[src/rtl/pcie_msg_pkg.sv]
// rtl/pcie_msg_pkg.sv - shared constants and types for the message queue controller
package pcie_msg_pkg;

    localparam int NUM_Q         = 15;
    localparam int ST_ARRIVE_LSB = 0;
    localparam int ST_BADTAG     = 15;
    localparam int ST_OVF_LSB    = 16;
    localparam logic [3:0] Q_INVALID_TAG = 4'd15;

    typedef logic [12:0] len13_t;

    // Status bits that can ever be set; everything else stays 0.
    function automatic logic [31:0] status_valid_mask(input int nq);
        logic [31:0] m;
        m = '0;
        for (int i = 0; i < nq; i++) begin
            m[ST_ARRIVE_LSB + i] = 1'b1;
            m[ST_OVF_LSB + i]    = 1'b1;
        end
        m[ST_BADTAG] = 1'b1;
        return m;
    endfunction

endpackage

[src/rtl/pcie_msg_queue_ctrl_ptr.sv]
// rtl/pcie_msg_queue_ctrl_ptr.sv - per-queue write/read pointer pair with free-space check
module msg_queue_ptr
    import pcie_msg_pkg::*;
#(
    parameter int Q_DEPTH = 64,
    parameter int PTR_W   = 7
) (
    input  logic             clk,
    input  logic             rst,
    input  logic             msg_valid_i,
    input  logic [12:0]      msg_len_i,
    input  logic             rptr_wr_en_i,
    input  logic [PTR_W-1:0] rptr_wr_val_i,
    output logic [PTR_W-1:0] wptr_o,
    output logic [PTR_W-1:0] occ_o,
    output logic             accept_o
);

    logic [PTR_W-1:0] wptr_q, wptr_d;
    logic [PTR_W-1:0] rptr_q, rptr_d;
    logic [PTR_W-1:0] occ;
    logic [PTR_W-1:0] new_occ;
    len13_t           free_space;

    assign occ        = wptr_q - rptr_q;
    assign free_space = len13_t'(Q_DEPTH) - len13_t'(occ);
    assign accept_o   = (msg_len_i != '0) && (msg_len_i <= free_space);
    // A read-pointer move is judged against the wptr before any same-cycle message.
    assign new_occ    = wptr_q - rptr_wr_val_i;

    always_comb begin
        wptr_d = wptr_q;
        rptr_d = rptr_q;
        if (msg_valid_i && accept_o)
            wptr_d = wptr_q + msg_len_i[PTR_W-1:0];
        if (rptr_wr_en_i && (new_occ <= PTR_W'(Q_DEPTH)))
            rptr_d = rptr_wr_val_i;
    end

    always_ff @(posedge clk or posedge rst) begin
        if (rst) begin
            wptr_q <= '0;
            rptr_q <= '0;
        end else begin
            wptr_q <= wptr_d;
            rptr_q <= rptr_d;
        end
    end

    assign wptr_o = wptr_q;
    assign occ_o  = occ;

endmodule

[src/rtl/pcie_msg_queue_ctrl.sv]
// rtl/pcie_msg_queue_ctrl.sv - per-queue write-pointer bookkeeping, W1C status and message interrupt
module pcie_msg_queue_ctrl
    import pcie_msg_pkg::*;
#(
    parameter int NUM_Q   = 15,
    parameter int Q_DEPTH = 64,
    parameter int PTR_W   = 7
) (
    input  logic             clk,
    input  logic             rst,
    input  logic             assembled_valid,
    input  logic [3:0]       assembled_tag,
    input  logic [11:0]      assembled_len,
    input  logic             rptr_wr_en,
    input  logic [3:0]       rptr_wr_q,
    input  logic [PTR_W-1:0] rptr_wr_val,
    input  logic [31:0]      q_intr_mask,
    input  logic [31:0]      q_intr_clear,
    input  logic [3:0]       q_sel,
    output logic [31:0]      q_intr_status,
    output logic [31:0]      q_data_wptr,
    output logic [PTR_W-1:0] q_occupancy,
    output logic [7:0]       drop_count,
    output logic             o_msg_interrupt
);

    localparam logic [31:0] ST_VALID = status_valid_mask(NUM_Q);
    localparam logic [3:0]  NUM_Q_4  = 4'(NUM_Q);

    logic [NUM_Q-1:0] msg_v;
    logic [NUM_Q-1:0] rptr_v;
    logic [NUM_Q-1:0] accept;
    logic [PTR_W-1:0] wptr_a [NUM_Q];
    logic [PTR_W-1:0] occ_a  [NUM_Q];
    len13_t           msg_len;

    logic [31:0]      status_q, status_d, set_vec;
    logic [7:0]       drop_q, drop_d;
    logic             bad_tag, drop_inc;
    logic             intr_q;
    logic [PTR_W-1:0] rb_wptr_q, rb_occ_q;

    assign msg_len = {1'b0, assembled_len};
    assign bad_tag = assembled_valid && (assembled_tag >= NUM_Q_4);

    for (genvar g = 0; g < NUM_Q; g++) begin : g_q
        assign msg_v[g]  = assembled_valid && (assembled_tag == 4'(g));
        assign rptr_v[g] = rptr_wr_en && (rptr_wr_q == 4'(g));

        msg_queue_ptr #(.Q_DEPTH(Q_DEPTH), .PTR_W(PTR_W)) u_ptr (
            .clk          (clk),
            .rst          (rst),
            .msg_valid_i  (msg_v[g]),
            .msg_len_i    (msg_len),
            .rptr_wr_en_i (rptr_v[g]),
            .rptr_wr_val_i(rptr_wr_val),
            .wptr_o       (wptr_a[g]),
            .occ_o        (occ_a[g]),
            .accept_o     (accept[g])
        );
    end

    always_comb begin
        set_vec = '0;
        for (int i = 0; i < NUM_Q; i++) begin
            set_vec[ST_ARRIVE_LSB + i] = msg_v[i] & accept[i];
            set_vec[ST_OVF_LSB + i]    = msg_v[i] & ~accept[i];
        end
        set_vec[ST_BADTAG] = bad_tag;
        drop_inc = bad_tag | (|(msg_v & ~accept));
        // Set is OR-ed in after the clear so a coincident set wins.
        status_d = ((status_q & ~q_intr_clear) | set_vec) & ST_VALID;
        drop_d   = (drop_inc && (drop_q != 8'hFF)) ? drop_q + 8'd1 : drop_q;
    end

    always_ff @(posedge clk or posedge rst) begin
        if (rst) begin
            status_q  <= '0;
            drop_q    <= '0;
            intr_q    <= 1'b0;
            rb_wptr_q <= '0;
            rb_occ_q  <= '0;
        end else begin
            status_q  <= status_d;
            drop_q    <= drop_d;
            intr_q    <= |(status_q & q_intr_mask);
            rb_wptr_q <= (q_sel < NUM_Q_4) ? wptr_a[q_sel] : '0;
            rb_occ_q  <= (q_sel < NUM_Q_4) ? occ_a[q_sel]  : '0;
        end
    end

    assign q_intr_status   = status_q;
    assign q_data_wptr     = {16'h0, 9'h0, rb_wptr_q};
    assign q_occupancy     = rb_occ_q;
    assign drop_count      = drop_q;
    assign o_msg_interrupt = intr_q;

endmodule

[config.mk]
export PLATFORM = sky130hd
export DESIGN_NAME = pcie_msg_queue_ctrl
export DESIGN_NICKNAME = d
export VERILOG_FILES = /design/src/rtl/pcie_msg_pkg.sv /design/src/rtl/pcie_msg_queue_ctrl_ptr.sv /design/src/rtl/pcie_msg_queue_ctrl.sv
export SDC_FILE = /design/constraint.sdc
export NUM_CORES = 1
export LEC_CHECK = 0
export ABC_CLOCK_PERIOD_IN_PS = 10400
export CAP_MARGIN = 10
export CORE_UTILIZATION = 35
export DETAILED_ROUTE_END_ITERATION = 8
export PLACE_DENSITY_LB_ADDON = 0.15
export SYNTH_ARGS = -nofsm -noshare
export SYNTH_HDL_FRONTEND = slang
export SYNTH_SLANG_ARGS = --single-unit
[constraint.sdc]
create_clock -name clk -period 10.4 [get_ports clk]
set_clock_uncertainty 0.1 [all_clocks]
set_input_delay 1.04 -clock clk [delete_from_list [all_inputs] [get_ports clk]]
set_output_delay 1.04 -clock clk [all_outputs]
set_load 0.01 [all_outputs]
=== Word-level counts from Yosys, hierarchy flattened ===
Index checks and enable logic that the tools add are counted.

* Memory bits (read-only): 0
* Word-level logic and storage cells: 301
* Bits in writable memories: 0
* Input bits: 99
* Output and inout port bits: 80
* Flip-flop bits (word level): 264
* Memories kept: 0
* Bits in latches: 0

* Multiply operators: 0
* Shift operators: 0
* Reductions and logical operators: 82
* $add $sub $neg: 61
* Multiplexer cells: 8
* Eq/ne operators: 29
* $lt $le $gt $ge: 33
* Bitwise operators: 53
* Div/mod/pow operators: 0

{| class="wikitable"
|+ Operators with widths
! operator !! number
|-
| $sub 7x7->7 || 30
|-
| $le 12x13->1 || 15
|-
| $sub 7x7->8 const A || 15
|-
| $add 7x7->7 || 15
|-
| $le 7x7->1 const B || 15
|-
| $logic_and 1x1->1 || 77
|-
| $bmux 7 s4 || 2
|-
| $eq 4x4->1 const B || 14
|-
| $mux 7 || 6
|-
| $and 31x32->32 || 1
|-
| $eq 4x3->1 const B || 8
|-
| $reduce_or 32->1 || 1
|-
| $and 31x31->31 || 1
|-
| $not 31->31 || 1
|-
| $or 31x31->31 || 1
|-
| $and 1x1->1 || 30
|-
| $eq 4x2->1 const B || 4
|-
| $and 15x15->15 || 1
|-
| $not 1->1 || 15
|-
| $not 15->15 || 1
|-
| $reduce_or 15->1 || 1
|-
| $reduce_bool 13->1 || 1
|-
| $add 8x1->8 const B || 1
|-
| $eq 4x1->1 const B || 2
|-
| other kinds (7) || 8
|}

=== Longest topological paths before layout ===
* Depth in word-level cells: 9
* Gate-level depth with buffers: 22
* Gate-level depth less buffers: 22

=== Modules after synthesis ===
From an unflattened synthesis, not the netlist that was laid out.

* Cells, all modules: 3,361
* Area, all modules: 30,601.8 um^2

{| class="wikitable"
|+ Modules (own cells, without submodules)
! module !! cells an instance !! instances !! area each (um^2) !! sequential area each (um^2)
|-
| msg_queue_ptr (g_q[0].u_ptr ...) || 196 || 7 || 1,755.4 || 350.3
|-
| msg_queue_ptr (g_q[14].u_ptr ...) || 195 || 7 || 1,741.7 || 350.3
|-
| pcie_msg_queue_ctrl || 425 || 1 || 4,336.7 || 1,351.3
|-
| msg_queue_ptr (g_q[5].u_ptr) || 199 || 1 || 1,785.5 || 350.3
|}

=== Least setup slack after synthesis ===
Ideal clock, no wire load.

* Kind: reg2reg
* Start: register g_q[6].u_ptr.wptr_q[0]
* End: register drop_q[3] (netlist: drop_count[3])
* Clock period less this slack: 4.685 ns
* Arrival: 4.458 ns
* Setup time: 0.127 ns
* Path buffers: 0
* Slack: 5.715 ns
* Cell stages (with the launch flop): 22
* Required time: 10.173 ns
* Path through: dfrtp_1 -> inv_1 -> ha_1 -> inv_1 -> fa_1 -> a211oi_1 -> nor2_1 -> xor2_1 -> nor2_1 -> and3_1 -> or2_2 -> ha_1 -> and3_1 -> nand4_1 -> nor4_1 -> and4b_1 -> nor3_1 -> a31oi_1 -> nand4_1 -> nor3_4 -> nor2_1 -> mux2_1

* Cells in the longest elaborated chain, start to end: 9

{| class="wikitable"
|+ RTL lines
! what !! RTL line !! source
|-
| start: declaration || pcie_msg_queue_ctrl_ptr.sv:19 || <nowiki>logic [PTR_W-1:0] wptr_q, wptr_d;</nowiki>
|-
| start signal: assignment || pcie_msg_queue_ctrl_ptr.sv:45 || <nowiki>wptr_q <= wptr_d;</nowiki>
|-
| $sub 7x7->7 || pcie_msg_queue_ctrl_ptr.sv:25 || <nowiki>assign occ = wptr_q - rptr_q;</nowiki>
|-
| $sub 7x7->8 || pcie_msg_queue_ctrl_ptr.sv:26 || <nowiki>assign free_space = len13_t'(Q_DEPTH) - len13_t'(occ);</nowiki>
|-
| $le 12x13->1 || pcie_msg_queue_ctrl_ptr.sv:27 || <nowiki>assign accept_o = (msg_len_i != '0) && (msg_len_i <= free_space);</nowiki>
|-
| $logic_and 1x1->1 || pcie_msg_queue_ctrl_ptr.sv:27 ||
|-
| $not 15->15 || pcie_msg_queue_ctrl.sv:70 || <nowiki>drop_inc = bad_tag | (|(msg_v & ~accept));</nowiki>
|-
| $and 15x15->15 || pcie_msg_queue_ctrl.sv:70 ||
|-
| $reduce_or 15->1 || pcie_msg_queue_ctrl.sv:70 ||
|-
| $or 1x1->1 || pcie_msg_queue_ctrl.sv:70 ||
|-
| $logic_and 1x1->1 || pcie_msg_queue_ctrl.sv:73 || <nowiki>drop_d = (drop_inc && (drop_q != 8'hFF)) ? drop_q + 8'd1 : drop_q;</nowiki>
|-
| end signal: assignment || pcie_msg_queue_ctrl.sv:85 || <nowiki>drop_q <= drop_d;</nowiki>
|-
| end: declaration || pcie_msg_queue_ctrl.sv:38 || <nowiki>logic [7:0] drop_q, drop_d;</nowiki>
|}

No other way between the ends.
A chain may end at the register's enable or synchronous reset.

=== Worst setup path in the final report ===
* Start: register g_q[14].u_ptr.wptr_q[0]
* End: register drop_q[3] (netlist: drop_count[3])

* Cells in the longest elaborated chain, start to end: 9

{| class="wikitable"
|+ RTL lines
! what !! RTL line
|-
| start: declaration || pcie_msg_queue_ctrl_ptr.sv:19
|-
| start signal: assignment || pcie_msg_queue_ctrl_ptr.sv:45
|-
| $sub 7x7->7 || pcie_msg_queue_ctrl_ptr.sv:25
|-
| $sub 7x7->8 || pcie_msg_queue_ctrl_ptr.sv:26
|-
| $le 12x13->1 || pcie_msg_queue_ctrl_ptr.sv:27
|-
| $logic_and 1x1->1 || pcie_msg_queue_ctrl_ptr.sv:27
|-
| $not 15->15 || pcie_msg_queue_ctrl.sv:70
|-
| $and 15x15->15 || pcie_msg_queue_ctrl.sv:70
|-
| $reduce_or 15->1 || pcie_msg_queue_ctrl.sv:70
|-
| $or 1x1->1 || pcie_msg_queue_ctrl.sv:70
|-
| $logic_and 1x1->1 || pcie_msg_queue_ctrl.sv:73
|}

No other way between the ends.

==> results.ini <==
[critical_path]
cp-end-kind=flip-flop
cp_max_fo=10
reg2reg_depth=18
ff2ff_setup_slack_ns=4.08
critical_path_start_end_classification=flip-flop to flip-flop
critical_path.reg2reg.startpoint=g_q[14].u_ptr.wptr_o[0]
crit-reg2reg-capture=drop_count[3]
cp.arrival_ns=6.65
critical_path.startpoint_type=flip-flop
required_ns=10.73

[clock_network]
clkSlewWorstSetupHoldPaths_ns=0.06
cts_hold_buf=0
postCtsResizedCells=0
clock_sink_count=264
cts_tree=yes
post_cts.repair.setup_buffers=0
cts-buffers-inserted=39
clock_tree.htree_level_count=2
clock-root-buffer=sky130_fd_sc_hd__clkbuf_16
clk_latency_ns=0.58
cts.path.max_buffers=3

[sta]
maxSlewViolCount=0
clock.fmax_mhz=158
tightest_slew_ns=1.24
period_needed_ns=6.32
worst_slew_margin_rel_pct=16.8
post-route-period-util_pct=60.7
hold_viol=0
rsz0062_at_grt=no
setup_viol=0
finalSetupTns_ns=0
final.hold.worst_slack_ns=0.410

[flow_run]
max_cap_viol_count=0

[placed_design]
gp_congestion=0.920
post_dp_area_um2=31200
placement.io_buffers=150
dp_hpwl_um=79000

[route]
detailed_routing_iterations_pass_1=5
drt-initial-drc-count=1729
routed-via-count=24600
route.detailed.vias_per_inst=5.67
route.detailed.drc=0
post_drt_wl_per_cell_um=24.0
route.antenna.remaining_nets=0
totalWireLength_um=104000

[die]
initial_utilization_pct=35.3
die_x_um=287
num_io_pins=179
die-height_um=287
fp.coreArea_um2=80400
die_area_um2=82400
placementRows=104

[final_layout]
layout-drive-gt1-share_pct=8.35
final_cell_mix=481 x sky130_fd_sc_hd__ha_1, 290 x sky130_fd_sc_hd__inv_1, 264 x sky130_fd_sc_hd__dfrtp_1
area.growth.synth_to_final_pct=14.4
layout.core_utilization_pct=40.4
stdcell_area_um2=32500
layout_commonest_cell=sky130_fd_sc_hd__ha_1
nNetsFinal=3862

[hold_path]
worstHoldStart=q_intr_status[12]
worst_hold_path_type=flip-flop to flip-flop
whs_path_depth=1
holdPathEnd=q_intr_status[12]

[global_routing]
grtUsageTotal_pct=25.3
overflow=0
grt_pass1_wl_um=155000
antenna_found_initial=4
grt_pass1_vias=24500
grt_max_degree=90

[logic_synthesis]
main_synth_ff_type=sky130_fd_sc_hd__dfrtp_1
synth.yosys.seq_area_share_pct=23.2
synthesis.area_um2=28400
syn_avg_cell_area_um2=9.22
ys_async_sr_fraction_pct=100
yosysUniqueCellTypes=85
post_synth_inst_count=3084
number_of_flops_mapped_to_enable_cells_by_yosys=0
warning_count_from_the_yosys_run=0
yosys_register_bits=264

[outcome]
outcome=finished clean

logic make-up after synthesis:
logic type / Yosys count / synth area share, %
adder cells (fa/ha/maj): 511 / 23.3
other: 1 / 0.0132
flip-flops: 264 / 23.2
buffers and inverters: 377 / 5.32
AO/OA/AOI/OAI: 734 / 17.3
XOR/XNOR: 266 / 8.22
AND/OR/NAND/NOR: 726 / 13.3
multiplexers: 205 / 9.32
worst max-delay path, stage by stage (launching register included):
cell,delay (ns)
sky130_fd_sc_hd__dfrtp_1,0.40
sky130_fd_sc_hd__inv_1,0.09
sky130_fd_sc_hd__ha_1,0.16
sky130_fd_sc_hd__inv_1,0.05
sky130_fd_sc_hd__fa_1,0.40
sky130_fd_sc_hd__a211oi_1,0.36
sky130_fd_sc_hd__nor2_1,0.11
sky130_fd_sc_hd__xnor2_1,0.22
sky130_fd_sc_hd__o41ai_1,0.99
sky130_fd_sc_hd__ha_1,0.39
sky130_fd_sc_hd__nand4b_1,0.16
sky130_fd_sc_hd__or3_1,0.34
sky130_fd_sc_hd__nor3_1,0.15
sky130_fd_sc_hd__a211oi_1,0.13
sky130_fd_sc_hd__o211ai_1,0.61
sky130_fd_sc_hd__o2111ai_1,0.48
sky130_fd_sc_hd__nor3_4,0.59
sky130_fd_sc_hd__nor2_1,0.12
sky130_fd_sc_hd__mux2_1,0.32
sequential cells by signal, summed over array words and instances, names as in the netlist:
name,flops
q_intr_status,31
drop_count,8
rb_wptr_q,7
o_msg_interrupt,1
g_q.u_ptr.rptr_q,105
q_occupancy,7
g_q.u_ptr.wptr_o,105
routing by layer:
metal,vias to the layer above,track usage [%],share of wire [%]
met4,2,7.41,2.8
met2,753,41.2,45
li1,11500,-,-
met1,12200,34.7,46
met5,-,0,0.014
met3,125,3.30,5.7
final cells by class:
cell class | instances | area (um^2)
Tap cell | 1060 | 1330
Inverter | 291 | 1100
Timing Repair Buffer | 188 | 1730
Clock inverter | 17 | 195
Clock buffer | 55 | 1160
Sequential cell | 264 | 6610
Multi-Input combinational cell | 2468 | 20400
Antenna cell | 2 | 5.00
Fill cell | 7806 | 47900
cell usage after synthesis, drive strengths merged (83+ instances only):
master / n / share of area, %
a21o: 87 / 2.3
a21oi: 175 / 3.1
dfrtp: 264 / 23
ha: 481 / 21
inv: 291 / 3.8
mux2i: 87 / 3.1
nand2: 168 / 2.2
nand3: 83 / 1.5
nor2: 134 / 1.8
o21ai: 166 / 2.9
xnor2: 161 / 5.0
xor2: 105 / 3.2
through the flow:
| stage | instances | setup slack, ns |
|---|---|---|
| after floorplan | 3109 | 1.99 |
| after global placement | 4270 | 4.24 |
| after detailed placement | 4270 | 4.10 |
| after CTS | 4342 | 4.07 |
| after global routing | 4343 | 3.64 |
| final | 4345 | 4.08 |
how the worst max path moves through the flow:
stage | start | to | slack (ns) | cells after the start
after global placement | g_q[14].u_ptr.wptr_o[0] | drop_count[3] | 4.24 | 18
after detailed placement | g_q[14].u_ptr.wptr_o[0] | drop_count[5] | 4.10 | 18
after CTS | g_q[14].u_ptr.wptr_o[0] | drop_count[3] | 4.07 | 18
final | g_q[14].u_ptr.wptr_o[0] | drop_count[3] | 4.08 | 18
after global routing | g_q[14].u_ptr.wptr_o[0] | drop_count[3] | 3.64 | 18
after floorplan | rst | drop_count[0] | 1.99 | 1
Power is left out: the tool's default activity adds up to more than one toggle a clock period on the data nets, which glitch-free logic cannot reach.
